==> src/rtl/hpdcache_refill_fifo_ft.sv <==
// hpdcache_refill_fifo_ft
// Refill-response FIFO between the HPDcache refill handler and the core response path.
// Supports any depth (including non-power-of-two) and any payload width. It also offers
// an optional empty bypass (FEEDTHROUGH), a programmable almost-full threshold, an
// occupancy output and a synchronous flush.
// Optional peak-occupancy monitor: define HPDCACHE_REFILL_FIFO_PEAK_OCC_EN to add
// peak_clr_i / peak_occ_o.
module hpdcache_refill_fifo_ft #(
  parameter int unsigned  DEPTH        = 2,
  parameter int unsigned  DATA_WIDTH   = 64,
  parameter bit           FEEDTHROUGH  = 1'b1,
  parameter int unsigned  AFULL_THRESH = DEPTH - 1,
  localparam int unsigned CW           = $clog2(DEPTH + 1)
) (
  input  logic                  clk_i,
  input  logic                  rst_ni,
  input  logic                  flush_i,
`ifdef HPDCACHE_REFILL_FIFO_PEAK_OCC_EN
  input  logic                  peak_clr_i,
  output logic [CW-1:0]         peak_occ_o,
`endif
  input  logic                  w_i,
  output logic                  wok_o,
  input  logic [DATA_WIDTH-1:0] wdata_i,
  input  logic                  r_i,
  output logic                  rok_o,
  output logic [DATA_WIDTH-1:0] rdata_o,
  output logic [CW-1:0]         occ_o,
  output logic                  afull_o
);

  localparam int unsigned   PW       = (DEPTH > 1) ? $clog2(DEPTH) : 1;
  localparam logic [CW-1:0] OccFull  = CW'(DEPTH);
  localparam logic [CW-1:0] OccAfull = CW'(AFULL_THRESH);
  localparam logic [PW-1:0] PtrLast  = PW'(DEPTH - 1);

  // Elaboration-time parameter legality checks.
  if (DEPTH == 0 || DEPTH > 256) begin : g_err_depth
    $error("hpdcache_refill_fifo_ft: DEPTH must be in 1..256");
  end
  if (AFULL_THRESH == 0 || AFULL_THRESH > DEPTH) begin : g_err_afull
    $error("hpdcache_refill_fifo_ft: AFULL_THRESH must be in 1..DEPTH");
  end

  logic [DATA_WIDTH-1:0] r_mem [DEPTH];
  logic [PW-1:0]         r_rptr;
  logic [PW-1:0]         r_wptr;
  logic [CW-1:0]         r_occ;

  logic [PW-1:0]         w_rptr_next;
  logic [PW-1:0]         w_wptr_next;
  logic [CW-1:0]         w_occ_next;
  logic                  w_empty;
  logic                  w_full;
  logic                  w_push;
  logic                  w_pop;
  logic                  w_bypass;
  logic                  w_store;
  logic                  w_fetch;
  logic [DATA_WIDTH-1:0] w_head;

  assign w_empty = (r_occ == '0);
  assign w_full  = (r_occ == OccFull);
  assign w_head  = r_mem[r_rptr];

  // wok_o depends on registered state and flush only, never on r_i: a full FIFO
  // refuses writes even when a pop happens in the same cycle.
  assign wok_o = ~w_full & ~flush_i;

  if (FEEDTHROUGH) begin : g_feedthrough
    // When empty, the incoming write is presented directly at the read side.
    assign rok_o    = (~w_empty | w_i) & ~flush_i;
    assign rdata_o  = w_empty ? wdata_i : w_head;
    assign w_bypass = w_empty & w_push & w_pop;
  end else begin : g_registered
    assign rok_o    = ~w_empty & ~flush_i;
    assign rdata_o  = w_head;
    assign w_bypass = 1'b0;
  end

  assign w_push = w_i & wok_o;
  assign w_pop  = r_i & rok_o;

  // A bypassed beat never touches storage, pointers or occupancy.
  assign w_store = w_push & ~w_bypass;
  assign w_fetch = w_pop & ~w_bypass;

  assign occ_o   = r_occ;
  assign afull_o = (r_occ >= OccAfull);

  // Next-state for pointers and occupancy; flush has priority over push/pop.
  always_comb begin
    w_rptr_next = r_rptr;
    w_wptr_next = r_wptr;
    w_occ_next  = r_occ;
    if (flush_i) begin
      w_rptr_next = '0;
      w_wptr_next = '0;
      w_occ_next  = '0;
    end else begin
      // Explicit wrap compare so non-power-of-two depths work.
      if (w_store) begin
        w_wptr_next = (r_wptr == PtrLast) ? '0 : r_wptr + PW'(1);
      end
      if (w_fetch) begin
        w_rptr_next = (r_rptr == PtrLast) ? '0 : r_rptr + PW'(1);
      end
      case ({w_store, w_fetch})
        2'b10:   w_occ_next = r_occ + CW'(1);
        2'b01:   w_occ_next = r_occ - CW'(1);
        default: w_occ_next = r_occ;
      endcase
    end
  end

  // Pointer and occupancy registers.
  always_ff @(posedge clk_i or negedge rst_ni) begin
    if (!rst_ni) begin
      r_rptr <= '0;
      r_wptr <= '0;
      r_occ  <= '0;
    end else begin
      r_rptr <= w_rptr_next;
      r_wptr <= w_wptr_next;
      r_occ  <= w_occ_next;
    end
  end

  // Storage array write; contents are intentionally not reset.
  always_ff @(posedge clk_i) begin
    if (w_store) begin
      r_mem[r_wptr] <= wdata_i;
    end
  end

`ifdef HPDCACHE_REFILL_FIFO_PEAK_OCC_EN
  logic [CW-1:0] r_peak;

  // High-water mark of occupancy; a clear restarts it from the upcoming occupancy.
  always_ff @(posedge clk_i or negedge rst_ni) begin
    if (!rst_ni) begin
      r_peak <= '0;
    end else if (peak_clr_i) begin
      r_peak <= w_occ_next;
    end else if (w_occ_next > r_peak) begin
      r_peak <= w_occ_next;
    end
  end

  assign peak_occ_o = r_peak;
`endif

endmodule

==> config.mk <==
export PLATFORM = sky130hd
export DESIGN_NAME = hpdcache_refill_fifo_ft
export DESIGN_NICKNAME = d
export VERILOG_FILES = /design/src/rtl/hpdcache_refill_fifo_ft.sv
export SDC_FILE = /design/constraint.sdc
export NUM_CORES = 1
export LEC_CHECK = 0
export BUFFER_PORTS_ARGS = -buffer_cell sky130_fd_sc_hd__buf_4
export CORE_ASPECT_RATIO = 0.8
export CORE_MARGIN = 2
export CORE_UTILIZATION = 53
export DETAILED_ROUTE_END_ITERATION = 10
export PLACE_DENSITY = 0.83
export SYNTH_ARGS = -nofsm -noshare
export SYNTH_HDL_FRONTEND = slang
export SYNTH_SLANG_ARGS = --single-unit
==> constraint.sdc <==
create_clock -name clk_i -period 6 [get_ports clk_i]
set_clock_uncertainty 0.05 [all_clocks]
set_input_delay 0.9 -clock clk_i [delete_from_list [all_inputs] [get_ports clk_i]]
set_output_delay 0.9 -clock clk_i [all_outputs]
set_load 0.05 [all_outputs]
=== Word-level counts from Yosys, hierarchy flattened ===
Memories as Yosys holds them, arrays and structs flattened.
Index checks and enable logic that the tools add are counted.

* Memories: 1
* Word-level logic and storage cells: 40
* Bits in writable memories: 128
* Register bits: 4

* Bitwise logic cells: 13
* Muxes and demuxes: 11
* Reduce and logical (&&, ||, !) cells: 4
* Eq/ne operators: 3
* Add/sub/neg operators: 4
* Magnitude comparators: 1

{| class="wikitable"
|+ Memories
! name !! depth !! bits a word !! rd ports !! clocked after Yosys merged registers in !! wr ports !! line !! text
|-
| r_mem || 2 || 64 || 1 || 0 || 1 || 45 || <nowiki>logic [DATA_WIDTH-1:0] r_mem [DEPTH];</nowiki>
|}

{| class="wikitable"
|+ Operator list
! kind !! number
|-
| $mux 64 || 1
|-
| $and 1x1->1 || 8
|-
| $mux 1 || 8
|-
| $eq 2x2->1 const B || 2
|-
| $not 1->1 || 4
|-
| $pmux 2 s2 || 1
|-
| $reduce_bool 2->1 || 2
|-
| $reduce_bool 3->1 || 1
|-
| $add 1x1->1 const B || 2
|-
| $add 2x1->2 const B || 1
|-
| $eq 2x1->1 const B || 1
|-
| $ge 2x1->1 const B || 1
|-
| $logic_not 2->1 || 1
|-
| $mux 2 || 1
|-
| $sub 2x1->2 const B || 1
|-
| $or 1x1->1 || 1
|}

=== Logic depth before layout (Yosys ltp) ===
* Depth in word-level cells: 11
* Mapped depth: 7

=== Least setup slack after synthesis ===
No wires, ideal clock.

* Kind: register to register
* From: reg r_occ[0] (netlist: occ_o[0])
* To: mem r_mem[0][0], enable pin
* Data arrival time: 4662 ps
* Stages on the path, launching flop included: 6
* Setup slack: 801 ps
* Data required time: 5463 ps
* Path through: dfrtp_1 -> inv_1 -> ha_1 -> nor2_1 -> nand3_1 -> nor2_1

* Longest elaborated chain between the ends: 10
* Elaborated cells between the ends (all ways): 15

{| class="wikitable"
|+ RTL lines
! what !! line !! text
|-
| start, declared || 48 || <nowiki>logic [CW-1:0] r_occ;</nowiki>
|-
| start signal, assigned || 125 || <nowiki>r_occ <= w_occ_next;</nowiki>
|-
| $eq 2x2->1 * || 63 || <nowiki>assign w_full = (r_occ == OccFull);</nowiki>
|-
| $not 1->1 * || 68 || <nowiki>assign wok_o = ~w_full & ~flush_i;</nowiki>
|-
| $and 1x1->1 * || 68 ||
|-
| net wok_o || 23 || <nowiki>output logic wok_o,</nowiki>
|-
| $and 1x1->1 * || 81 || <nowiki>assign w_push = w_i & wok_o;</nowiki>
|-
| $and 1x1->1 (2 in a row) || 74 || <nowiki>assign w_bypass = w_empty & w_push & w_pop;</nowiki>
|-
| $not 1->1 || 85 || <nowiki>assign w_store = w_push & ~w_bypass;</nowiki>
|-
| $and 1x1->1 * || 85 ||
|-
| $mux 1 * || 131 || <nowiki>if (w_store) begin</nowiki>
|-
| $mux 1 (implied by the code) * || 132 || <nowiki>r_mem[r_wptr] <= wdata_i;</nowiki>
|-
| end, declared || 45 ||
|}

The timed path passes the listed nets; every way through them passes the cells marked *.

=== Worst setup path in the final report ===
* From: reg r_occ[0] (netlist: occ_o[0])
* To: out rdata_o[39]

* Longest elaborated chain between the ends: 2

{| class="wikitable"
|+ RTL lines
! what !! line !! text
|-
| $logic_not 2->1 || 62 || <nowiki>assign w_empty = (r_occ == '0);</nowiki>
|-
| $mux 64 || 73 || <nowiki>assign rdata_o = w_empty ? wdata_i : w_head;</nowiki>
|-
| end, declared || 27 || <nowiki>output logic [DATA_WIDTH-1:0] rdata_o,</nowiki>
|}

No other way between the ends.

==> flow_metrics.tcl <==
set metrics [dict create \
    detail-route-antenna-nets 0 \
    p_clk_frac 0.269 \
    gp_congestion 0.780 \
    holdWs_ps 236 \
    drt_wl_total_um 10700 \
    max_freq_mhz 285 \
    peakVddDrop_mv 0.440 \
    finalSetupViolations 0 \
    drive_gt1_frac 0.333 \
    postCtsSetupBuffers 0 \
    hold_viol 0 \
    synth_nets 448 \
    fin_crit_sh 0.585 \
    clk_pin_slew_ps 60 \
    antenna_found_initial 0 \
    drc 0 \
    ys_seq_area_frac 0.726 \
    post_cts_resized 0 \
    hpwlAfterDp_um 7000 \
    yosysTopAreaCell "edfxtp_1" \
    die_h_um 94.5 \
    fillerInstances 691 \
    dp.cells 634 \
    yosys-top-cells-area "edfxtp_1, mux2i_1, o21ai_0" \
    powerDensity_mw_per_mm2 516 \
    required_ps 5050 \
    start_kind "flip-flop" \
    dr_total_vias 3411 \
    synth_edf_count 128 \
    maxCapViolations 0 \
    relSlewSlack 0.230 \
    synth_seq_cells 132 \
    antenna_cells 0 \
    cts_buffers 17 \
    combPwrFrac 0.412 \
    synth_cell_type_count 17 \
    syn_inst 376 \
    cts_max_level 4 \
    drt_iter0_markers 233 \
    power_w 0.00370 \
    io_pins 138 \
    power_frac_seq 0.318 \
    async_reset_ff_frac 0.0303 \
    fp.coreArea_mm2 0.0101 \
    synth.most_common_cell "edfxtp_1" \
    cp.arrival_ps 2560 \
    seq_area_mm2 0.00395 \
    outcome "completed" \
    wl_per_cell_um 16.1 \
    firstDrtPassIters 4 \
    switching_share 0.415 \
    r2r_cells 6 \
    leakage_nw 2.71 \
    grt_max_degree 133 \
    cts_tree "yes" \
    worst-setup-path-type "reg -> out" \
    critPathCaptureType "output pin" \
    netlist_area_mm2 0.00543 \
    slew_violations 0 \
    min_period_ps 3510 \
    via_per_inst 5.12 \
    gr-total-overflow 0 \
    cts_hold_buf 0 \
    multi_input_area_mm2 0.00140 \
    area_growth_pct 32.2 \
    grt_pass1_wl_um 15800 \
    avgSynthCellArea_um2 14.4 \
    yosys-top-cells-count "edfxtp_1, nand2_1, mux2i_1" \
    synth_top_area_share 0.708 \
    initial_core_util 0.537 \
    clockBufferDepth 2 \
    worst_pin_slew_ps 1150 \
    nets 585 \
    port_buffers 137 \
    rsz0062_at_grt "false" \
    setup_tns_ps 0 \
    cts-root-buf "clkbuf_16" \
    netSwitchingPower_w 0.00154 \
    worstHoldPathType "in -> async" \
    grt_use_total 0.195 \
    yosys_most_used_dff "edfxtp_1" \
    worst_skew_pair.late_latency_ps 400 \
    internal-power_w 0.00216 \
    critPathMaxFanout 132 \
    die_area_mm2 0.0111 \
    die_w_um 117 \
    instances_no_fill 666 \
    cts.sinks 132 \
    rows 33 \
    yosys_warnings 0 \
    grt_pass1_vias 3179 \
]
[worst paths after layout]
kind / start / to / slack, ps
max: occ_o[0]$_DFFE_PN0P_ / rdata_o[39] / 2490
min: rst_ni / r_wptr$_DFFE_PN0P_ / 240
max reg2reg: occ_o[1]$_DFFE_PN0P_ / r_mem[1][3]$_DFFE_PP_ / 2760
min reg2reg: occ_o[0]$_DFFE_PN0P_ / occ_o[0]$_DFFE_PN0P_ / 650
max in group asynchronous: rst_ni / r_rptr$_DFFE_PN0P_ / 5550
min in group clk_i: wdata_i[29] / r_mem[0][29]$_DFFE_PP_ / 630
[per-stage QoR]
step | setup WS, ps | util | area, um2
after floorplan | 801 | - | 5430
after global placement | 2800 | 0.652 | 6590
after detailed placement | 2670 | 0.652 | 6590
after CTS | 2510 | 0.709 | 7170
after global routing | 2280 | 0.709 | 7170
final | 2490 | 0.709 | 7170
[worst max-delay path, cell delays in order, from the launching register on]
cell and delay [ps]:
dfrtp_1 410, inv_1 160, ha_4 840, o21ai_0 330, buf_4 280
[power by group through the flow]
stage	logic [W]	registers, W	clock network, W
6_report	0.00153	0.00118	0.000997
4_1_cts	0.00154	0.00118	0.00101
3_3_place_gp	0.00151	0.00119	0
2_1_floorplan	0.00113	0.00115	0
5_1_grt	0.00161	0.00119	0.00105
3_5_place_dp	0.00153	0.00120	0
[cells in the final DEF (no fill, tap or decap), types with 3 or more instances in the layout]
| cell | count |
|---|---|
| buf_4 | 139 |
| clkinv_4 | 3 |
| inv_1 | 6 |
| xnor2_1 | 4 |
| edfxtp_1 | 128 |
| inv_6 | 3 |
| mux2i_1 | 65 |
| nand2_1 | 67 |
| o21ai_0 | 64 |
| dfrtp_1 | 3 |
| clkbuf_16 | 17 |
| nor2_1 | 5 |
| clkinvlp_4 | 4 |
[logic make-up after synthesis]
logic type               count (synthesis)  synth area share
buffers and inverters                   27            0.0200
flip-flops                             132             0.726
AO/OA/AOI/OAI                           68            0.0643
AND/OR/NAND/NOR                         76            0.0532
multiplexers                            66             0.123
adder cells (fa/ha/maj)                  3           0.00691
XOR/XNOR                                 4           0.00645
[sequential cells by signal (all words and copies together), names as in the netlist]
| register | count |
|---|---|
| occ_o | 2 |
| r_mem | 128 |
| r_rptr | 1 |
| r_wptr | 1 |
[routing by layer]
metal | vias up | track usage | wire length (um)
met1 | 1593 | 0.268 | 4760
li1 | 1674 | - | -
met3 | 8 | 0.0539 | 827
met4 | 0 | 0.0676 | 78
met5 | - | 0 | 0
met2 | 136 | 0.303 | 5060
[area by class of cell]
cell class / count / share of cell area
clock inverter: 14 / 0.0213
inverter: 6 / 0.00314
timing repair buffer: 139 / 0.145
multi-input combinational: 217 / 0.196
sequential: 132 / 0.550
tap: 140 / 0.0244
clock buffer: 18 / 0.0598
No activity file was read; power rests on OpenSTA's default activity.
